<file path="config.mk">
export PLATFORM = sky130hd
export DESIGN_NAME = sync_updown_counter_flat
export DESIGN_NICKNAME = d
export VERILOG_FILES = /design/src/rtl/sync_updown_counter_if.sv /design/src/rtl/sync_updown_counter.sv /design/src/flat_wrapper.sv
export SDC_FILE = /design/constraint.sdc
export NUM_CORES = 1
export LEC_CHECK = 0
export BUFFER_PORTS_ARGS = -buffer_cell sky130_fd_sc_hd__buf_2
export CAP_MARGIN = 20
export CORE_AREA = 2 2 39 41
export DETAILED_ROUTE_END_ITERATION = 8
export DIE_AREA = 0 0 41 43
export SLEW_MARGIN = 20
export SYNTH_ARGS = -nofsm -noshare
export SYNTH_HDL_FRONTEND = slang
export SYNTH_SLANG_ARGS = --single-unit
</file>
<file path="constraint.sdc">
create_clock -name clk -period 3.6 [get_ports clk]
set_input_delay 0.72 -clock clk [delete_from_list [all_inputs] [get_ports clk]]
set_output_delay 0.72 -clock clk [all_outputs]
set_load 0.1 [all_outputs]
</file>
<file path="src/rtl/sync_updown_counter_if.sv">
// Control/status bundle for sync_updown_counter: step/load controls in,
// registered count and end-of-range flags out.
interface sync_updown_counter_if #(
    parameter int WIDTH = 4
);
    logic             en;
    logic             up;
    logic             load;
    logic [WIDTH-1:0] load_val;
    logic [WIDTH-1:0] count;
    logic             limit;
    logic             zero;
    logic             max;

    modport master (
        output en, up, load, load_val,
        input  count, limit, zero, max
    );

    modport slave (
        input  en, up, load, load_val,
        output count, limit, zero, max
    );
endinterface

</file>
<file path="src/rtl/sync_updown_counter.sv">
// Fully synchronous up/down counter over 0..MODULUS-1 with clamped parallel
// load, count enable and wrap-or-saturate behaviour at the range ends.
module sync_updown_counter #(
    parameter int     WIDTH    = 4,
    parameter longint MODULUS  = 16,
    parameter bit     SATURATE = 1'b0
) (
    input  logic clk,
    input  logic rst,
    sync_updown_counter_if.slave bus
);
    if (WIDTH < 1 || WIDTH > 32) begin : g_bad_width
        $error("sync_updown_counter: WIDTH out of range 1..32");
    end
    if (MODULUS < 2 || MODULUS > (longint'(1) << WIDTH)) begin : g_bad_modulus
        $error("sync_updown_counter: MODULUS out of range 2..2**WIDTH");
    end

    // Highest legal count; MODULUS may equal 2**WIDTH, so derive it before truncating.
    localparam logic [WIDTH-1:0] TOP = WIDTH'(MODULUS - 1);

    logic [WIDTH-1:0] count_q;
    logic             limit_q;

    always_ff @(posedge clk) begin
        if (rst) begin
            count_q <= '0;
            limit_q <= 1'b0;
        end else if (bus.load) begin
            count_q <= (bus.load_val > TOP) ? TOP : bus.load_val;
            limit_q <= 1'b0;
        end else if (bus.en) begin
            if (bus.up) begin
                if (count_q == TOP) begin
                    limit_q <= 1'b1;
                    if (!SATURATE) count_q <= '0;
                end else begin
                    count_q <= count_q + WIDTH'(1);
                    limit_q <= 1'b0;
                end
            end else begin
                if (count_q == '0) begin
                    limit_q <= 1'b1;
                    if (!SATURATE) count_q <= TOP;
                end else begin
                    count_q <= count_q - WIDTH'(1);
                    limit_q <= 1'b0;
                end
            end
        end else begin
            limit_q <= 1'b0;
        end
    end

    assign bus.count = count_q;
    assign bus.limit = limit_q;
    assign bus.zero  = (count_q == '0);
    assign bus.max   = (count_q == TOP);
endmodule

</file>
<file path="src/flat_wrapper.sv">
// flat-port wrapper written by rule: the top's interface ports become plain ports
module sync_updown_counter_flat 
#(
    parameter int     WIDTH    = 4,
    parameter longint MODULUS  = 16,
    parameter bit     SATURATE = 1'b0
)
  (clk, rst, bus_en, bus_up, bus_load, bus_load_val, bus_count, bus_limit, bus_zero, bus_max);
  sync_updown_counter_if #(.WIDTH(WIDTH)) bus_i ();
  input  logic clk;
  input  logic rst;
  input wire logic [$bits(bus_i.en)-1:0] bus_en;
  input wire logic [$bits(bus_i.up)-1:0] bus_up;
  input wire logic [$bits(bus_i.load)-1:0] bus_load;
  input wire logic [$bits(bus_i.load_val)-1:0] bus_load_val;
  output wire logic [$bits(bus_i.count)-1:0] bus_count;
  output wire logic [$bits(bus_i.limit)-1:0] bus_limit;
  output wire logic [$bits(bus_i.zero)-1:0] bus_zero;
  output wire logic [$bits(bus_i.max)-1:0] bus_max;
  assign bus_i.en = bus_en;
  assign bus_i.up = bus_up;
  assign bus_i.load = bus_load;
  assign bus_i.load_val = bus_load_val;
  assign bus_count = bus_i.count;
  assign bus_limit = bus_i.limit;
  assign bus_zero = bus_i.zero;
  assign bus_max = bus_i.max;
  sync_updown_counter #(.WIDTH(WIDTH), .MODULUS(MODULUS), .SATURATE(SATURATE)) u_core (.clk(clk), .rst(rst), .bus(bus_i));
endmodule
</file>
==> Yosys cells after proc, flatten, opt, wreduce, memory -nomap -nowiden <==
Index checks and enable logic that the tools add are counted.
{ "totals": {"regBits": 5, "inputBits": 9, "out_inout_bits": 7, "elab_cells": 19} }
{ "classes": {"add_sub_neg": 2, "order_cmp": 1, "n_eq_ne": 1, "n_mux": 9, "bitwise_logic": 1, "n_reduce_logical": 3} }
{ "ops": {"columns": ["operator", "count"], "rows": [
  ["4-bit 2-to-1 mux", 6],
  ["4-bit by 1-bit adder with 4-bit output (second input constant)", 1],
  ["4-bit == test (second input constant)", 1],
  ["4-bit greater-than comparator (second input constant)", 1],
  ["4-bit logical NOT", 1],
  ["4-bit by 1-bit subtractor with 4-bit output (second input constant)", 1],
  ["1-bit 2-to-1 mux", 3],
  ["3-bit OR reduction", 1],
  ["2-bit nonzero test", 1],
  ["1-bit NOT", 1]
]} }

==> Logic depth before layout (Yosys ltp) <==
Gate-level depths: netlist of the first run.
{ "logic_depth": {"depth_word": 5, "mapped_depth": 6, "mapped_depth_nobuf": 6} }

==> Worst setup path after synthesis of the first run <==
No wires, ideal clock.
{ "synth_timing": {"path_kind": "flip-flop to output port", "from": "reg u_core.count_q[0] (netlist: u_core.bus.count[0])", "to": "out bus_zero", "arrival_time_ps": 3363, "required_time_ps": 2880, "setup_slack_ps": -483, "stages_incl_launch_ff": 4, "path_buffers": 0, "cell_sequence": "dfxtp_1 -> inv_1 -> ha_1 -> nor3b_1"} }
{ "synth_via": {"elab_chain_len": 1} }
{ "synth_lines": {"columns": ["item", "line", "source"], "rows": [
  ["start: declaration", "sync_updown_counter.sv:22", "logic [WIDTH-1:0] count_q;"],
  ["start signal: assignment", "sync_updown_counter.sv:30", "count_q <= (bus.load_val > TOP) ? TOP : bus.load_val;"],
  ["start signal: assignment", "sync_updown_counter.sv:38", "count_q <= count_q + WIDTH'(1);"],
  ["start signal: assignment", "sync_updown_counter.sv:46", "count_q <= count_q - WIDTH'(1);"],
  ["4-bit logical NOT", "sync_updown_counter.sv:57", "assign bus.zero = (count_q == '0);"],
  ["end: declaration", "flat_wrapper.sv:18", "output wire logic [$bits(bus_i.zero)-1:0] bus_zero;"]
]} }
No other way between the ends.

==> Worst setup path after layout of the first run <==
Same ends and word-level chain as after synthesis.

==> flow_metrics.tcl, run 1 <==
set metrics [dict create \
    total_power_uw 210 \
    clock_period_minus_worst_slack_ns 2.27 \
    finalWirelength_um 883 \
    cts_tree "built" \
    worst_setup_path_start_kind "flop" \
    layout-drive-gt1-share_pct 37.1 \
    cts.sinks 5 \
    yosysSeqAreaShare_pct 27.6 \
    timing.final.max_slew_violations 0 \
    grt_pass1_vias 363 \
    power.sequential.fraction_pct 31.4 \
    dr.first_iter.drc_count 9 \
    routed_wire_length_per_instance_um 11.3 \
    route.detailed.vias_per_inst 5.10 \
    core_um2 1380 \
    total_switching_power_uw 87.4 \
    final.hold.worst_slack_ns 0.673 \
    initial_antenna_violation_count 0 \
    final_wtd_congestion 0.806 \
    crit_path_setup_slack_layout_ns 1.33 \
    chipHeight_um 43 \
    count_of_tritonroute_iterations_in_the_first_routing_pass 4 \
    maxClockFrequency_ghz 0.441 \
    holdBufCountCts 0 \
    critPathMaxFanout 5 \
    timing.critical_path.to_type "output port" \
    post_cts_repair_timing_setup_buffer_count 0 \
    finalCritPeriodShare_pct 63.0 \
    cell_internal_pwr_uw 123 \
    pwr_density_cell_nw_per_um2 435 \
    flow.area_growth_from_synthesis_pct 33.4 \
    io_buffers 15 \
    power.leakage_nw 0.229 \
    worst-setup-path-type "reg -> out" \
    power.combinational.fraction_pct 38.9 \
    maxSlewHeadroom_pct 67.8 \
    syn_inst 44 \
    ctsLongestPathBuffers 2 \
    ant_nets 0 \
    post-route-drc-count 0 \
    outcome "completed" \
    globalRoute.totalOverflow 0 \
    postSynthNetCount 55 \
    count_of_antenna_diodes_in_the_layout 0 \
    rsz_0062_raised_after_global_routing "no" \
    hold_class "reg -> reg" \
    preCtsSetupSlack_ns 1.60 \
    cts_made_buffers 3 \
    post_synth_instance_area_um2 363 \
    groute.usage.overall_pct 11.9 \
    maxCapViolCount 0 \
    cts_resized 0 \
    clock_latency_ns 0.24 \
    start_util_pct 26.2 \
    htree_num_levels 1 \
    grt_first_pass_wirelength_um 1440 \
    skew_ns 0.00298 \
    data_required_time_at_the_worst_endpoint_ns 2.88 \
    layout_common_cells "15 x buf_2, 5 x dfxtp_1, 4 x nor2_1, 4 x nand2_1" \
    syn_avg_cell_area_um2 8.25 \
    clock_power_share_pct 29.7 \
    postSynthRegisterBits 5 \
    yosysWarnings 0 \
    worstPathArrival_ns 1.55 \
    cts.clk_slew.worst_paths_ns 0.04 \
    worstMarginPinSlew_ns 0.486 \
    clock_tree.root_cell "clkbuf_4" \
    power_switching_share_pct 41.6 \
    placed_cell_area_um2 458 \
    setup_violations 0 \
    setup_tns_ns 0 \
    num_io_pins 16 \
    detailroute.via_count 398 \
    grt_max_degree 10 \
    floorplan.rows 14 \
    finish.instance_area_um2 484 \
    ir_worst_vdd_v 0.000112 \
    die_w_um 41 \
    yosysUniqueCellTypes 26 \
    final_common_cell "buf_2" \
    nets 74 \
    final-hold-violation-count 0 \
    die_outline_area_um2 1760 \
]
[cell usage after synthesis]
cell type,n,area (um2)
nor3b_1,2,15.0
nand4_1,1,6.26
nor2_1,4,15.0
a21oi_2,1,8.76
nand2b_1,1,6.26
a21o_1,1,7.51
nand2_1,4,15.0
ha_1,2,25.0
or4b_4,1,13.8
a21oi_1,2,10.0
mux2_2,1,11.3
a211oi_1,2,15.0
nand4b_1,1,8.76
mux2i_1,1,10.0
and3_2,1,7.51
xor2_1,2,17.5
o21ai_0,1,5.00
clkbuf_2,1,5.00
dfxtp_1,5,100
a31oi_1,1,6.26
nor3_1,2,10.0
or2b_1,1,7.51
inv_1,3,11.3
a21boi_0,1,7.51
a311oi_1,1,8.76
o2111ai_1,1,8.76
[through the flow]
| stage | util (%) | std cells |
|---|---|---|
| finish | 35.0 | 78 |
| global route | 35.0 | 78 |
| CTS | 35.0 | 78 |
| detailed placement | 33.1 | 74 |
| global placement | 33.1 | 74 |
| floorplan | - | 44 |
[state kept, by name, summed over array words and instances, names as in the netlist]
register	cells
u_core.bus.limit	1
u_core.bus.count	4
[power by group through the flow]
stage	clock network (mW)	registers, mW	logic (mW)
floorplan	0	0.0931	0.0389
global placement	0	0.0668	0.0816
detailed placement	0	0.0670	0.0817
CTS	0.0655	0.0661	0.0819
global route	0.0677	0.0669	0.0869
finish	0.0626	0.0661	0.0818
[final timing paths]
path                                           from                   to  slack [ns]  depth (start not counted)
worst max-delay path            u_core.bus.count[0]             bus_zero        1.33                          4
worst min-delay path            u_core.bus.count[0]  u_core.bus.count[3]        0.67                          3
worst max register to register  u_core.bus.count[0]  u_core.bus.count[0]        1.93                          6
worst min register to register  u_core.bus.count[0]  u_core.bus.count[3]        0.67                          3
[metal layers]
metal	vias up	global-route usage, %	part of all wire, %	wire, um
li1	196	-	-	-
met1	188	16.5	45	399
met2	14	17.2	49	433
met3	0	0	5.7	50
met4	0	8.00	0	0
met5	-	0	0	0
[critical path, cell delays in order, from the launching register on]
cell and delay (ns):
dfxtp_1 0.34, inv_1 0.16, ha_1 0.22, nor3b_2 0.16, buf_2 0.44
[kinds of logic after synthesis]
group	count (synthesis)	synth area share, %
flops	5	27.6
compound gates	11	21.4
xor+xnor	2	4.83
simple gates	18	29.0
fa+ha+maj	2	6.90
mux	2	5.86
buf+inv	4	4.48
[layout make-up]
class,instances,area [um2]
timing repair buffer,15,75.1
fill,146,900
multi-input combinational,35,251
tap,16,20.0
inverter,3,11.3
clock buffer,4,26.3
sequential,5,100
(Power assumes the default switching activity.)
==> inputs of run 2 (changes only) <==
- clock period: 3.6 -> 2.27 ns (I/O delays scaled with it)
==> flow_metrics.tcl, run 2 (synthesis gave the netlist of run 1 again) <==
set metrics [dict create \
    timing.critical_path.to_type "output port" \
    die_w_um 41 \
    htree_num_levels 1 \
    cts.clk_slew.worst_paths_ns 0.05 \
    power_switching_share_pct 42.5 \
    clock_tree.root_cell "clkbuf_4" \
    post-route-drc-count 0 \
    initial_antenna_violation_count 0 \
    finalWirelength_um 953 \
    globalRoute.totalOverflow 0 \
    flip_flop_count_of_the_largest_register_after_layout 4 \
    power.leakage_nw 0.232 \
    critPathMaxFanout 5 \
    route.detailed.vias_per_inst 4.97 \
    hold_class "in -> reg" \
    nets 74 \
    power.sequential.fraction_pct 30.8 \
    worst-setup-path-type "reg -> out" \
    maxClockFrequency_ghz 0.497 \
    dr.first_iter.drc_count 7 \
    skew_ns 0.00363 \
    start_util_pct 26.2 \
    data_required_time_at_the_worst_endpoint_ns 1.82 \
    maxCapViolCount 0 \
    core_um2 1380 \
    cts_tree "built" \
    rsz_0062_raised_after_global_routing "no" \
    outcome "completed" \
    grt_pass1_vias 353 \
    final_common_cell "buf_2" \
    preCtsSetupSlack_ns 0.516 \
    power.combinational.fraction_pct 38.5 \
    layout-drive-gt1-share_pct 43.5 \
    setup_violations 0 \
    cts.sinks 5 \
    routed_wire_length_per_instance_um 12.2 \
    final_wtd_congestion 0.781 \
    fillerInstances 149 \
    clock_period_minus_worst_slack_ns 2.01 \
    ir_worst_vdd_v 0.000179 \
    grt_first_pass_wirelength_um 1420 \
    timing.critical_path.cells "inv_1 > ha_1 > nor3b_4 > buf_2" \
    clock_latency_ns 0.25 \
    cts_made_buffers 3 \
    chipHeight_um 43 \
    io_buffers 15 \
    pwr_density_cell_nw_per_um2 698 \
    crit_path_setup_slack_layout_ns 0.258 \
    total_switching_power_uw 147 \
    timing.final.max_slew_violations 0 \
    maxSlewHeadroom_pct 67.6 \
    worstPathArrival_ns 1.56 \
    standard_cell_with_the_maximum_stage_delay_on_the_critical_path "buf_2" \
    cpPeakStageDelay_ns 0.44 \
    cell_internal_pwr_uw 199 \
    cts_resized 0 \
    worstMarginPinSlew_ns 0.489 \
    count_of_antenna_diodes_in_the_layout 0 \
    die_outline_area_um2 1760 \
    detailroute.via_count 388 \
    count_of_tritonroute_iterations_in_the_first_routing_pass 2 \
    ant_nets 0 \
    groute.usage.overall_pct 11.5 \
    floorplan.rows 14 \
    ctsLongestPathBuffers 2 \
    finalCritPeriodShare_pct 88.6 \
    holdBufCountCts 0 \
    flow.area_growth_from_synthesis_pct 36.6 \
    grt_max_degree 10 \
    clock_power_share_pct 30.7 \
    setup_tns_ns 0 \
    final-hold-violation-count 0 \
    num_io_pins 16 \
    place.detailed.hpwl_um 733 \
    worst_setup_path_start_kind "flop" \
    layout_common_cells "15 x buf_2, 4 x nor2_1, 4 x nand2_1, 4 x dfxtp_2" \
    post_cts_repair_timing_setup_buffer_count 0 \
]
run 2: power groups by stage:
stage	registers (mW)	clock network (mW)	logic [mW]
floorplan	0.150	0	0.0642
global placement	0.108	0	0.134
detailed placement	0.108	0	0.133
CTS	0.106	0.109	0.133
global route	0.108	0.113	0.141
finish	0.106	0.106	0.133
run 2: final timing paths:
check                           cells past startpoint                  end  slack, ns           startpoint
worst max register to register                      6  u_core.bus.count[0]       0.63  u_core.bus.count[0]
worst max-delay path                                4             bus_zero       0.26  u_core.bus.count[0]
worst min-delay path                                2  u_core.bus.count[1]       0.43                  rst
worst min register to register                      3  u_core.bus.count[3]       0.64  u_core.bus.count[0]
run 2: metal layers:
layer  vias to the layer above  global-route usage, %  part of all wire (%)
met5                         -                      0                     0
met4                         0                   2.00                     0
met3                         0                   4.71                   7.1
met2                        13                   18.1                    46
met1                       179                   14.4                    47
li1                        196                      -                     -
run 2: area by class of cell:
type	count	area (um2)	share of cell area, %
sequential	5	105	21.2
inverter	3	11.3	2.27
tap	16	20.0	4.04
multi-input combinational	35	258	52.0
clock buffer	4	26.3	5.30
timing repair buffer	15	75.1	15.2
run 2: critical path: cells and delay by family (launching register included):
kind	cells	cell delay, ns
buf+inv	2	0.58
flops	1	0.33
fa+ha+maj	1	0.23
simple gates	1	0.18
run 2: stage by stage:
stage | std cells | hold slack [ns] | power, mW | util, % | instance area (um2)
after floorplan | 44 | 0.516 | 0.214 | - | 379
after global placement | 74 | 0.634 | 0.242 | 33.9 | 469
after detailed placement | 74 | 0.617 | 0.241 | 33.9 | 469
after CTS | 78 | 0.420 | 0.348 | 35.8 | 495
after global routing | 78 | 0.441 | 0.362 | 35.8 | 495
final | 78 | 0.430 | 0.346 | 35.8 | 495
==> inputs of run 3 (changes only) <==
==> constraint.sdc (replaced) <==
create_clock -name clk -period 2.27 [get_ports clk]
set_input_delay 0.227 -clock clk [delete_from_list [all_inputs] [get_ports clk]]
set_output_delay 0.227 -clock clk [all_outputs]
set_load 0.1 [all_outputs]
==> flow_metrics.tcl, run 3 (synthesis gave the netlist of run 1 again) <==
set metrics [dict create \
    outcome "completed" \
    holdCritStartpoint "rst" \
    dpl.cell_count 74 \
    grt_max_degree 10 \
    final_wtd_congestion 0.744 \
    flow.area_growth_from_synthesis_pct 36.6 \
    worstPathBufferInverterCount 2 \
    final.hold.worst_slack_ns 0.204 \
    timing.final.max_slew_violations 0 \
    post_cts_repair_timing_setup_buffer_count 0 \
    critical-path-top-delay-family "buffers and inverters" \
    detailroute.via_count 404 \
    finish.cell_count_without_fillers 78 \
    layout-drive-gt1-share_pct 43.5 \
    standard_cell_with_the_maximum_stage_delay_on_the_critical_path "buf_2" \
    start_util_pct 26.2 \
    io_buffers 15 \
    worst-setup-path-type "reg -> out" \
    dr.first_iter.drc_count 10 \
    finalCritPeriodShare_pct 80.5 \
    cpPeakStageDelay_ns 0.44 \
    fillerInstances 154 \
    hold_class "in -> reg" \
    routed_wire_length_per_instance_um 12.9 \
    finalWirelength_um 1000 \
    worstMarginPinSlew_ns 0.488 \
    finish.instance_area_um2 495 \
    flip_flop_count_of_the_largest_register_after_layout 4 \
    count_of_tritonroute_iterations_in_the_first_routing_pass 5 \
    die_w_um 41 \
    cts_made_buffers 3 \
    chipHeight_um 43 \
    clock_period_minus_worst_slack_ns 1.83 \
    htree_num_levels 1 \
    floorplan.rows 14 \
    timing.critical_path.cells "inv_1 > ha_1 > nor3b_4 > buf_2" \
    count_of_antenna_diodes_in_the_layout 0 \
    startpoint "u_core.bus.count[0]" \
    initial_antenna_violation_count 0 \
    place.detailed.hpwl_um 743 \
    nets 74 \
    holdBufCountCts 0 \
    cts.clk_slew.worst_paths_ns 0.05 \
    worst_setup_path_start_kind "flop" \
    maxSlewHeadroom_pct 67.7 \
    cts_resized 0 \
    grt_pass1_vias 408 \
    critPathMaxFanout 5 \
    globalRoute.totalOverflow 0 \
    cts_tree "built" \
    layout_common_cells "15 x buf_2, 4 x nor2_1, 4 x nand2_1, 4 x dfxtp_2" \
    ir_worst_vdd_v 0.000179 \
    groute.usage.overall_pct 14.1 \
    ant_nets 0 \
    route.detailed.vias_per_inst 5.18 \
    clock_tree.root_cell "clkbuf_4" \
    cts.sinks 5 \
    rsz_0062_raised_after_global_routing "no" \
    skew_ns 0.00172 \
    setup_tns_ns 0 \
    worstPathArrival_ns 1.60 \
    data_required_time_at_the_worst_endpoint_ns 2.04 \
    maxClockFrequency_ghz 0.547 \
    setup_violations 0 \
    placed_cell_area_um2 469 \
    num_io_pins 16 \
    grt_first_pass_wirelength_um 1650 \
    maxCapViolCount 0 \
    final_common_cell "buf_2" \
    die_outline_area_um2 1760 \
    final-hold-violation-count 0 \
    pwr_density_cell_nw_per_um2 707 \
    crit-reg2reg-launch "u_core.bus.count[0]" \
    ctsLongestPathBuffers 2 \
    post-route-drc-count 0 \
    power.leakage_nw 0.232 \
    timing.critical_path.to_type "output port" \
    clock_latency_ns 0.25 \
    core_um2 1380 \
]
## run 3: cell counts in the layout (fill, tap and decap cells not counted)
No cell type changed its count.
## run 3: path summary, 6_finish.rpt
path | cells after the start | slack [ns] | to
worst min register to register | 3 | 0.60 | u_core.bus.count[3]
worst min-delay path | 2 | 0.20 | u_core.bus.count[3]
worst max register to register | 6 | 0.60 | u_core.bus.count[0]
worst max-delay path | 4 | 0.44 | bus_zero
## run 3: layout make-up
class	instances	area (um2)	share of cell area, %
well taps	16	20.0	4.04
multi-input cells	35	258	52.0
repair buffers	15	75.1	15.2
inverters	3	11.3	2.27
clock buffers	4	26.3	5.30
flip-flops and latches	5	105	21.2
## run 3: per-layer routing
metal	global-route usage, %	vias up	wire length (um)
met3	3.14	2	42
met4	11.3	0	14
met5	0	-	0
met2	19.7	13	495
li1	-	196	-
met1	17.6	193	451
## run 3: worst reg2reg max path: stages, from the launching register on
cell	delay [ns]
dfxtp_2	0.33
inv_1	0.15
ha_1	0.24
or4b_4	0.49
a21oi_2	0.14
a311oi_1	0.05
nor3_1	0.18
## run 3: stage by stage
stage	setup slack, ns	power (mW)	util (%)
floorplan	0.223	0.214	-
global placement	0.640	0.241	33.9
detailed placement	0.606	0.242	33.9
CTS	0.438	0.353	35.8
global route	0.307	0.371	35.8
finish	0.443	0.350	35.8
## run 3: power breakdown
part           switching, mW  total, mW  internal (mW)
combinational         0.0967      0.134         0.0370
sequential            0.0115      0.107         0.0956
clock                 0.0426      0.109         0.0669
total                  0.151      0.350          0.199
